## src/rtl/piso_serializer.sv

```systemverilog
`timescale 1ns/1ps
`default_nettype none
// ============================================================================
// Module   : piso_serializer
// Purpose  : Parallel-in, serial-out transmitter with valid/ready load,
//            per-bit valid qualifier, first-bit marker and done pulse.
// Revision : 1.0 - initial release
// ============================================================================
module piso_serializer #(
    parameter int WIDTH     = 8,
    parameter bit MSB_FIRST = 1'b1
) (
    input  logic             clk,
    input  logic             reset,
    input  logic             in_valid,
    output logic             in_ready,
    input  logic [WIDTH-1:0] in_data,
    input  logic             shift_en,
    output logic             ser_out,
    output logic             ser_valid,
    output logic             frame_start,
    output logic             done,
    output logic             busy
);

    localparam int                 c_CNT_W = $clog2(WIDTH + 1);
    localparam logic [c_CNT_W-1:0] c_LOAD  = c_CNT_W'(WIDTH);
    localparam logic [c_CNT_W-1:0] c_ONE   = c_CNT_W'(1);

    typedef enum logic [0:0] {
        S_IDLE  = 1'b0,
        S_SHIFT = 1'b1
    } state_t;

    state_t             r_state;
    logic [WIDTH-1:0]   r_shreg;
    logic [c_CNT_W-1:0] r_count;
    logic               r_first;
    logic               r_done;

    logic [WIDTH-1:0]   w_shreg_next;
    logic               w_out_bit;
    logic               w_busy;

    // The output end of the register is fixed by bit order; bits move toward it.
    generate
        if (MSB_FIRST) begin : g_msb_first
            assign w_shreg_next = {r_shreg[WIDTH-2:0], 1'b0};
            assign w_out_bit    = r_shreg[WIDTH-1];
        end else begin : g_lsb_first
            assign w_shreg_next = {1'b0, r_shreg[WIDTH-1:1]};
            assign w_out_bit    = r_shreg[0];
        end
    endgenerate

    always_ff @(posedge clk) begin
        if (reset) begin
            r_state <= S_IDLE;
            r_shreg <= '0;
            r_count <= '0;
            r_first <= 1'b0;
            r_done  <= 1'b0;
        end else begin
            r_done <= 1'b0;
            case (r_state)
                S_IDLE: begin
                    if (in_valid) begin
                        r_shreg <= in_data;
                        r_count <= c_LOAD;
                        r_first <= 1'b1;
                        r_state <= S_SHIFT;
                    end
                end
                S_SHIFT: begin
                    if (shift_en) begin
                        r_shreg <= w_shreg_next;
                        r_count <= r_count - c_ONE;
                        r_first <= 1'b0;
                        // Last bit consumed: free the input side in the done cycle.
                        if (r_count == c_ONE) begin
                            r_state <= S_IDLE;
                            r_done  <= 1'b1;
                        end
                    end
                end
                default: r_state <= S_IDLE;
            endcase
        end
    end

    assign w_busy      = (r_state == S_SHIFT);
    assign busy        = w_busy;
    assign in_ready    = ~w_busy;
    assign ser_out     = w_busy & w_out_bit;
    assign ser_valid   = w_busy & shift_en;
    assign frame_start = w_busy & shift_en & r_first;
    assign done        = r_done;

endmodule
`default_nettype wire

```

## config.mk

```make
export PLATFORM = sky130hd
export DESIGN_NAME = piso_serializer
export DESIGN_NICKNAME = d
export VERILOG_FILES = /design/src/rtl/piso_serializer.sv
export SDC_FILE = /design/constraint.sdc
export NUM_CORES = 1
export LEC_CHECK = 0
export ABC_AREA = 1
export BUFFER_PORTS_ARGS = -buffer_cell sky130_fd_sc_hd__buf_2
export CORE_AREA = 3 3 44 46
export DETAILED_ROUTE_END_ITERATION = 6
export DIE_AREA = 0 0 47 49
export HOLD_SLACK_MARGIN = 0.05
export PLACE_DENSITY = 0.68
export SLEW_MARGIN = 5
export SYNTH_ARGS = -nofsm -noshare
export SYNTH_HDL_FRONTEND = slang
export SYNTH_SLANG_ARGS = --single-unit
export TNS_END_PERCENT = 30
```

## constraint.sdc

```tcl
create_clock -name clk -period 1.4 [get_ports clk]
set_clock_uncertainty 0.15 [all_clocks]
set_input_delay 0.07 -clock clk [delete_from_list [all_inputs] [get_ports clk]]
set_output_delay 0.07 -clock clk [all_outputs]
set_load 0.05 [all_outputs]
```

# After elaboration in Yosys (flattened, before gate mapping)
# Cells that the tools add are included.
word_totals:
  ff_bits: 15
  in_bits: 12
classes:
  addsub: 1
  n_eq_ne: 3
  muxes: 14
  n_bitwise: 5
  n_reduce_logical: 2
op_table:
  columns: ["cell", "count"]
  rows:
  - ["8-bit 2-to-1 mux", 2]
  - ["8-bit one-hot mux with 2 select lines", 1]
  - ["4-bit 2-to-1 mux", 2]
  - ["4-bit one-hot mux with 2 select lines", 1]
  - ["1-bit 2-to-1 mux", 6]
  - ["4-bit by 1-bit equality test with 1-bit output (second input constant)", 1]
  - ["2-bit inequality test (second input constant)", 2]
  - ["1-bit one-hot mux with 2 select lines", 2]
  - ["4-bit by 1-bit subtractor with 4-bit output (second input constant)", 1]
  - ["1-bit AND", 3]
  - ["3-bit OR reduction", 1]
  - ["1-bit inverter", 2]
  - ["2-bit AND reduction", 1]

# Logic depth before layout (Yosys ltp)
# Gate-level depths: netlist of run 1.
depth:
  depth_word: 4
  mapped_depth: 7

# Worst setup path before layout of run 1
# OpenSTA, ideal clock, no wires.
synth_path:
  path_type: "reg-to-output"
  from: "reg r_state, in the netlist busy"
  to: "out frame_start"
  t_arrival_ns: 1.609
  slack_ns: -0.429
  stages_incl_launch_ff: 4
  n_path_buf: 1
  path_cell_list: "dfxtp_1 -> buf_6 -> nand2_8 -> nor2_1"
synth_between:
  elab_chain_cells: 2
synth_rtl:
  columns: ["item", "line", "rtl"]
  rows:
  - ["from (decl)", "35", "state_t r_state;"]
  - ["from (signal assigned)", "58", "r_state <= S_IDLE;"]
  - ["from (signal assigned)", "71", "r_state <= S_SHIFT;"]
  - ["from (signal assigned)", "81", "r_state <= S_IDLE;"]
  - ["1-bit AND (2 in series)", "96", "assign frame_start = w_busy & shift_en & r_first;"]
  - ["to (decl)", "21", "output logic frame_start,"]
# No other way between the ends.

# Worst setup path after layout of run 1
layout_path:
  from: "in shift_en"
  to: "out ser_valid"
layout_between:
  elab_chain_cells: 1
layout_rtl:
  columns: ["item", "line", "rtl"]
  rows:
  - ["from (decl)", "18", "input logic shift_en,"]
  - ["1-bit AND", "95", "assign ser_valid = w_busy & shift_en;"]
  - ["to (decl)", "20", "output logic ser_valid,"]
# No other way between the ends.

==> flow_metrics.env, run 1 <==
export IMPL_dpl_hpwl_um=980
export IMPL_portBuffers=17
export IMPL_worstSetupPathType="in2out"
export IMPL_grt_pass1_wl_mm=2.61
export IMPL_routed_via_density=4.92
export IMPL_antenna_found_initial=0
export IMPL_setup_viol=0
export IMPL_final_period_utilization_pct=96.9
export IMPL_syn_avg_cell_area_sq_um=8.23
export IMPL_critical_path_arrival_ns=1.14
export IMPL_cp_slowest_stage_delay_ns=0.53
export IMPL_area_delta_synth_final_pct=34.6
export IMPL_drc=0
export IMPL_irDropWorstVdd_mv=0.709
export IMPL_cts_tree="done"
export IMPL_syn_area_sq_um=716
export IMPL_cts_made_buffers=3
export IMPL_drt_iter0_drc=6
export IMPL_synth_cells=87
export IMPL_path_delay_family="buffers and inverters"
export IMPL_status="complete, no violations"
export IMPL_routed_wl_mm=1.48
export IMPL_rows=14
export IMPL_p_leak_nw=0.437
export IMPL_die_area_sq_mm=0.00230
export IMPL_wl_per_cell_um=11.0
export IMPL_ys_warn_count=0
export IMPL_cp_end_kind="primary output"
export IMPL_drive_gt1_share_pct=26.9
export IMPL_synth_cell_type_count=19
export IMPL_cp_start_kind="primary input"
export IMPL_clkSlewWorstSetupHoldPaths_ns=0.08
export IMPL_cts_htree_levels=1
export IMPL_fin_nets=134
export IMPL_first_global_vias=624
export IMPL_grt_max_degree=19
export IMPL_synthMuxAreaShare_pct=0
export IMPL_rsz0062_at_grt="false"
export IMPL_io_pins=18
export IMPL_cts_sinks=15
export IMPL_yosysSeqAreaShare_pct=42.0
export IMPL_start_util_pct=46.4
export IMPL_synthTopCellsByArea="dfxtp_1 42%, nand2_1 9.4%, a31oi_1 6.1%"
export IMPL_hold_viol=0
export IMPL_period_needed_ns=1.36
export IMPL_synth_top_area_share_pct=42.0
export IMPL_critPathBufInv=4
export IMPL_synth_simple_gate_area_share_pct=24.1
export IMPL_synth_compound_area_share_pct=18.9
export IMPL_slew_limit_headroom_pct=76.6
export IMPL_ant_nets=0
export IMPL_max_freq_mhz=737
export IMPL_cts_buffer_depth=2
export IMPL_rrSetupSlack_ns=0.13
export IMPL_tightest_slew_ns=0.351
export IMPL_place_gp_congestion=0.699
export IMPL_worstSkewPairLatency_ns=0.28
export IMPL_vias=664
export IMPL_core_sq_mm=0.00154
export IMPL_powerDensity_mw_per_mm2=977
export IMPL_die_w_um=47
export IMPL_hold_path_class="reg2reg"
export IMPL_firstDrtPassIters=4
export IMPL_yosys_area_share_adder_pct=3.50
export IMPL_ys_seq_elements=15
export IMPL_finish_utilization_pct=62.5
export IMPL_maxCapViolCount=0
export IMPL_synth_xor_xnor_area_share_pct=0
export IMPL_grt_util_all_layers_pct=15.1
export IMPL_fin_setup_tns_ns=0
export IMPL_grt_ovfl_total=0
export IMPL_cp_slowest_cell="dlygate4sd3_1"
export IMPL_path_max_fanout=8
export IMPL_diodes=0
export IMPL_required_ns=1.18
export IMPL_worstPathCellList="dlygate4sd3_1 > buf_2 > nand2_8 > clkinvlp_4 > buf_6"
export IMPL_finalMaxSlewViolations=0
export IMPL_synth_top_family_by_area="simple AND/OR/NAND/NOR gates"
export IMPL_die_h_um=49
export IMPL_cts_root_buffer="clkbuf_4"
export IMPL_synth_nets=101
export IMPL_yosysTopAreaCell="dfxtp_1"
==> state kept, by name, indices dropped and copies added (netlist names) <==
name	count
done	1
r_count	4
r_first	1
r_shreg	8
busy	1
==> per-stage QoR <==
step	hold WS, ns	total power, mW	instances	setup WS (ns)	area (sq um)
5_1_grt	0.356	1.01	135	0.00129	963
4_1_cts	0.327	0.943	132	0.0118	937
3_3_place_gp	0.174	0.673	117	0.176	796
3_5_place_dp	0.181	0.675	117	0.127	796
6_report	0.327	0.942	135	0.0437	963
2_1_floorplan	-0.0109	0.640	87	-0.0161	728
==> worst paths after layout <==
| path | from | endpoint | cells past startpoint |
|---|---|---|---|
| worst max-delay path | shift_en | ser_valid | 5 |
| worst min-delay path | r_shreg[0] | r_shreg[0] | 2 |
| worst max register to register | busy | r_count[3] | 7 |
| worst min register to register | r_shreg[0] | r_shreg[0] | 2 |
==> final cells by class <==
class | count | area, sq um
fillers | 143 | 578
multi-input cells | 57 | 335
flip-flops and latches | 15 | 304
repair buffers | 31 | 226
inverters | 12 | 51.3
clock buffers | 4 | 26.3
well taps | 16 | 20.0
==> placed cells by master, fill, tap and decap left out, drive strengths merged, types with 2 or more instances in the layout <==
cell,count
nand2,21
dfxtp,15
o21ai,9
dlygate4sd3,11
buf,20
nand3,5
inv,11
ha,2
nor2,5
nor3,2
a21oi,3
a31oi,7
clkbuf,4
==> kinds of logic (layout without fill, tap and decap cells) <==
| family | after synthesis | count (layout) |
|---|---|---|
| AO/OA/AOI/OAI | 22 | 22 |
| adder cells (fa/ha/maj) | 2 | 2 |
| buffers and inverters | 15 | 47 |
| flip-flops | 15 | 15 |
| AND/OR/NAND/NOR | 33 | 33 |
==> metal layers <==
metal / up-vias / global-route usage, % / wire length, um
li1: 356 / - / -
met1: 285 / 21.2 / 715
met2: 18 / 22.6 / 665
met3: 5 / 3.32 / 76
met4: 0 / 4.15 / 22
met5: - / 0 / 0
==> worst register-to-register path, stage by stage, from the launching register on <==
cell and delay, ns:
dfxtp_4 0.44, inv_4 0.09, nand2_4 0.11, nand2_8 0.10
nand3_1 0.09, nand2_1 0.05, nor2_1 0.10, nor2_1 0.05
==> Yosys cell counts <==
| cell | number |
|---|---|
| a211oi_1 | 1 |
| a21oi_1 | 3 |
| a31oi_1 | 7 |
| buf_6 | 2 |
| buf_8 | 1 |
| dfxtp_1 | 15 |
| ha_1 | 2 |
| inv_1 | 11 |
| inv_2 | 1 |
| nand2_1 | 18 |
| nand2_4 | 1 |
| nand2_8 | 2 |
| nand3_1 | 5 |
| nor2_1 | 5 |
| nor3_1 | 2 |
| o21ai_0 | 7 |
| o21ai_2 | 2 |
| o221ai_1 | 1 |
| o31ai_1 | 1 |
==> timing repair <==
action,CTS,global route
cloned,0,0
resized for setup,2,1
endpoints found under the setup margin,2,3
hold buffers,11,0
endpoints found under the hold margin,14,0
pin swaps,0,1
buffers inserted,0,3
==> power by group <==
| part | internal [mW] | switching [mW] |
|---|---|---|
| registers | 0.461 | 0.0238 |
| clock network | 0.110 | 0.130 |
| logic | 0.0909 | 0.126 |
| total | 0.662 | 0.280 |
(Power assumes the default switching activity.)
==> run 2, diff against run 1 <==
- CORE_AREA: 3 3 44 46 -> 2 2 43 45
- DIE_AREA: 0 0 47 49 -> 0 0 45 47
==> flow_metrics.env, run 2 (synthesis results as in run 1) <==
export IMPL_antenna_found_initial=0
export IMPL_critPathBufInv=4
export IMPL_required_ns=1.18
export IMPL_intPower_uw=657
export IMPL_finalMaxSlewViolations=0
export IMPL_grt_pass1_wl_mm=2.40
export IMPL_max_freq_mhz=732
export IMPL_start_util_pct=43.3
export IMPL_final_area_sq_um=958
export IMPL_cp_slowest_cell="dlygate4sd3_1"
export IMPL_die_h_um=47
export IMPL_cp_end_kind="primary output"
export IMPL_die_area_sq_mm=0.00212
export IMPL_routed_via_density=5.06
export IMPL_cts_htree_levels=1
export IMPL_irDropWorstVdd_mv=0.599
export IMPL_routed_wl_mm=1.48
export IMPL_place_gp_congestion=0.819
export IMPL_drt_iter0_drc=19
export IMPL_top_usage_layer="met2"
export IMPL_powerDensity_mw_per_mm2=987
export IMPL_diodes=0
export IMPL_rows=15
export IMPL_hold_path_class="reg2reg"
export IMPL_rsz0062_at_grt="true"
export IMPL_cts_buffer_depth=2
export IMPL_setup_viol=0
export IMPL_worstSkewPairLatency_ns=0.28
export IMPL_cp_slowest_stage_delay_ns=0.53
export IMPL_vias=673
export IMPL_path_delay_family="buffers and inverters"
export IMPL_reg2reg_from="busy"
export IMPL_dpl_cell_area_sq_um=797
export IMPL_wl_per_cell_um=11.1
export IMPL_drc=0
export IMPL_grt_use_met3_pct=2.31
export IMPL_fill_cells=162
export IMPL_combPwrFrac_pct=22.3
export IMPL_status="complete, no violations"
export IMPL_core_sq_mm=0.00165
export IMPL_hold_viol=0
export IMPL_drive_gt1_share_pct=25.9
export IMPL_first_global_vias=560
export IMPL_tightest_slew_ns=0.256
export IMPL_worstPathCellList="dlygate4sd3_1 > buf_2 > nand2_8 > clkinvlp_4 > buf_6"
export IMPL_fin_setup_tns_ns=0
export IMPL_instances_no_fill=133
export IMPL_p_leak_nw=0.417
export IMPL_largest_reg_flops=8
export IMPL_io_pins=18
export IMPL_ant_nets=0
export IMPL_portBuffers=17
export IMPL_grt_ovfl_total=0
export IMPL_met1_usage_pct=19.7
export IMPL_maxCapViolCount=0
export IMPL_net_switching_power_uw=289
export IMPL_final_period_utilization_pct=97.6
export IMPL_grt_max_degree=19
export IMPL_cts_sinks=15
export IMPL_period_needed_ns=1.37
export IMPL_path_max_fanout=8
export IMPL_hold_path_startpoint="r_shreg[1]"
export IMPL_dpl_hpwl_um=975
export IMPL_layout_common_cells="18 x nand2_1, 15 x buf_2, 14 x dfxtp_1"
export IMPL_post_cts_buffers=0
export IMPL_final_common_cell="nand2_1"
export IMPL_switching_share_pct=30.6
export IMPL_placed_cells=118
export IMPL_critical_path_arrival_ns=1.15
export IMPL_area_delta_synth_final_pct=33.9
export IMPL_top_regs="r_shreg: 8 flops, r_count: 4 flops"
export IMPL_die_w_um=45
export IMPL_fin_nets=131
export IMPL_clkSlewWorstSetupHoldPaths_ns=0.08
export IMPL_slew_limit_headroom_pct=83.1
export IMPL_grt_util_all_layers_pct=16.1
export IMPL_cts_made_buffers=3
export IMPL_cp_start_kind="primary input"
export IMPL_crit_start="shift_en"
export IMPL_top_register="r_shreg"
export IMPL_pwr_share_seq_pct=51.4
export IMPL_use_met2_pct=26.3
export IMPL_firstDrtPassIters=4
export IMPL_cts_tree="done"
export IMPL_cts_root_buffer="clkbuf_4"
export IMPL_worstSetupPathType="in2out"
export IMPL_clkPwrFrac_pct=26.2
==> run 2: changes by cell type in the layout (fill, tap and decap cells not counted) <==
cell	before	now
buf_4	4	0
inv_1	10	9
nand2_4	1	0
clkinvlp_4	1	2
buf_6	1	2
nand2_8	2	3
==> run 2: cell type report <==
class,count,area (sq um),share of cell area [%]
clock buffer,4,26.3,2.74
inverter,12,55.1,5.74
multi-input combinational,57,344,35.9
sequential,15,304,31.7
tap,17,21.3,2.22
timing repair buffer,28,208,21.7
==> run 2: metrics by stage <==
| stage | setup WS [ns] | hold slack (ns) | util, % | power [mW] |
|---|---|---|---|---|
| after floorplan | -0.0161 | -0.0109 | - | 0.640 |
| after global placement | 0.167 | 0.176 | 48.3 | 0.673 |
| after detailed placement | 0.129 | 0.177 | 48.3 | 0.675 |
| after CTS | 0.0230 | 0.322 | 56.8 | 0.941 |
| after global routing | -0.0131 | 0.351 | 58.0 | 0.995 |
| final | 0.0331 | 0.323 | 58.0 | 0.946 |
==> run 2: power groups by stage <==
stage	Sequential [mW]	Clock, mW	Combinational, mW
detailed placement	0.497	0	0.178
finish	0.487	0.248	0.211
CTS	0.487	0.250	0.204
global placement	0.497	0	0.177
global route	0.491	0.270	0.233
floorplan	0.494	0	0.146
==> run 2: routing by layer <==
| metal | wire, um | share of wire (%) | vias to the layer above |
|---|---|---|---|
| met5 | 0 | 0 | - |
| met4 | 42 | 2.8 | 0 |
| met3 | 95 | 6.4 | 7 |
| met2 | 654 | 44 | 31 |
| met1 | 688 | 46 | 286 |
| li1 | - | - | 349 |
==> run 2: tightest hold or removal path, delay by kind of cell (launching register included) <==
| kind | cells | cell delay [ns] |
|---|---|---|
| AOI/OAI and AO/OA | 1 | 0.07 |
| DFF | 1 | 0.31 |
| and+or+nand+nor | 1 | 0.05 |
==> run 2: final timing paths <==
check          endpoint  slack (ns)  cells after the start
max           ser_valid        0.03                      5
min          r_shreg[2]        0.32                      2
max reg2reg  r_shreg[1]        0.14                      5
min reg2reg  r_shreg[2]        0.32                      2
==> run 2: timing repair <==
item	CTS	global route
setup endpoints to repair	2	4
hold buffers	11	0
resized for setup	2	4
endpoints found under the hold margin	14	0
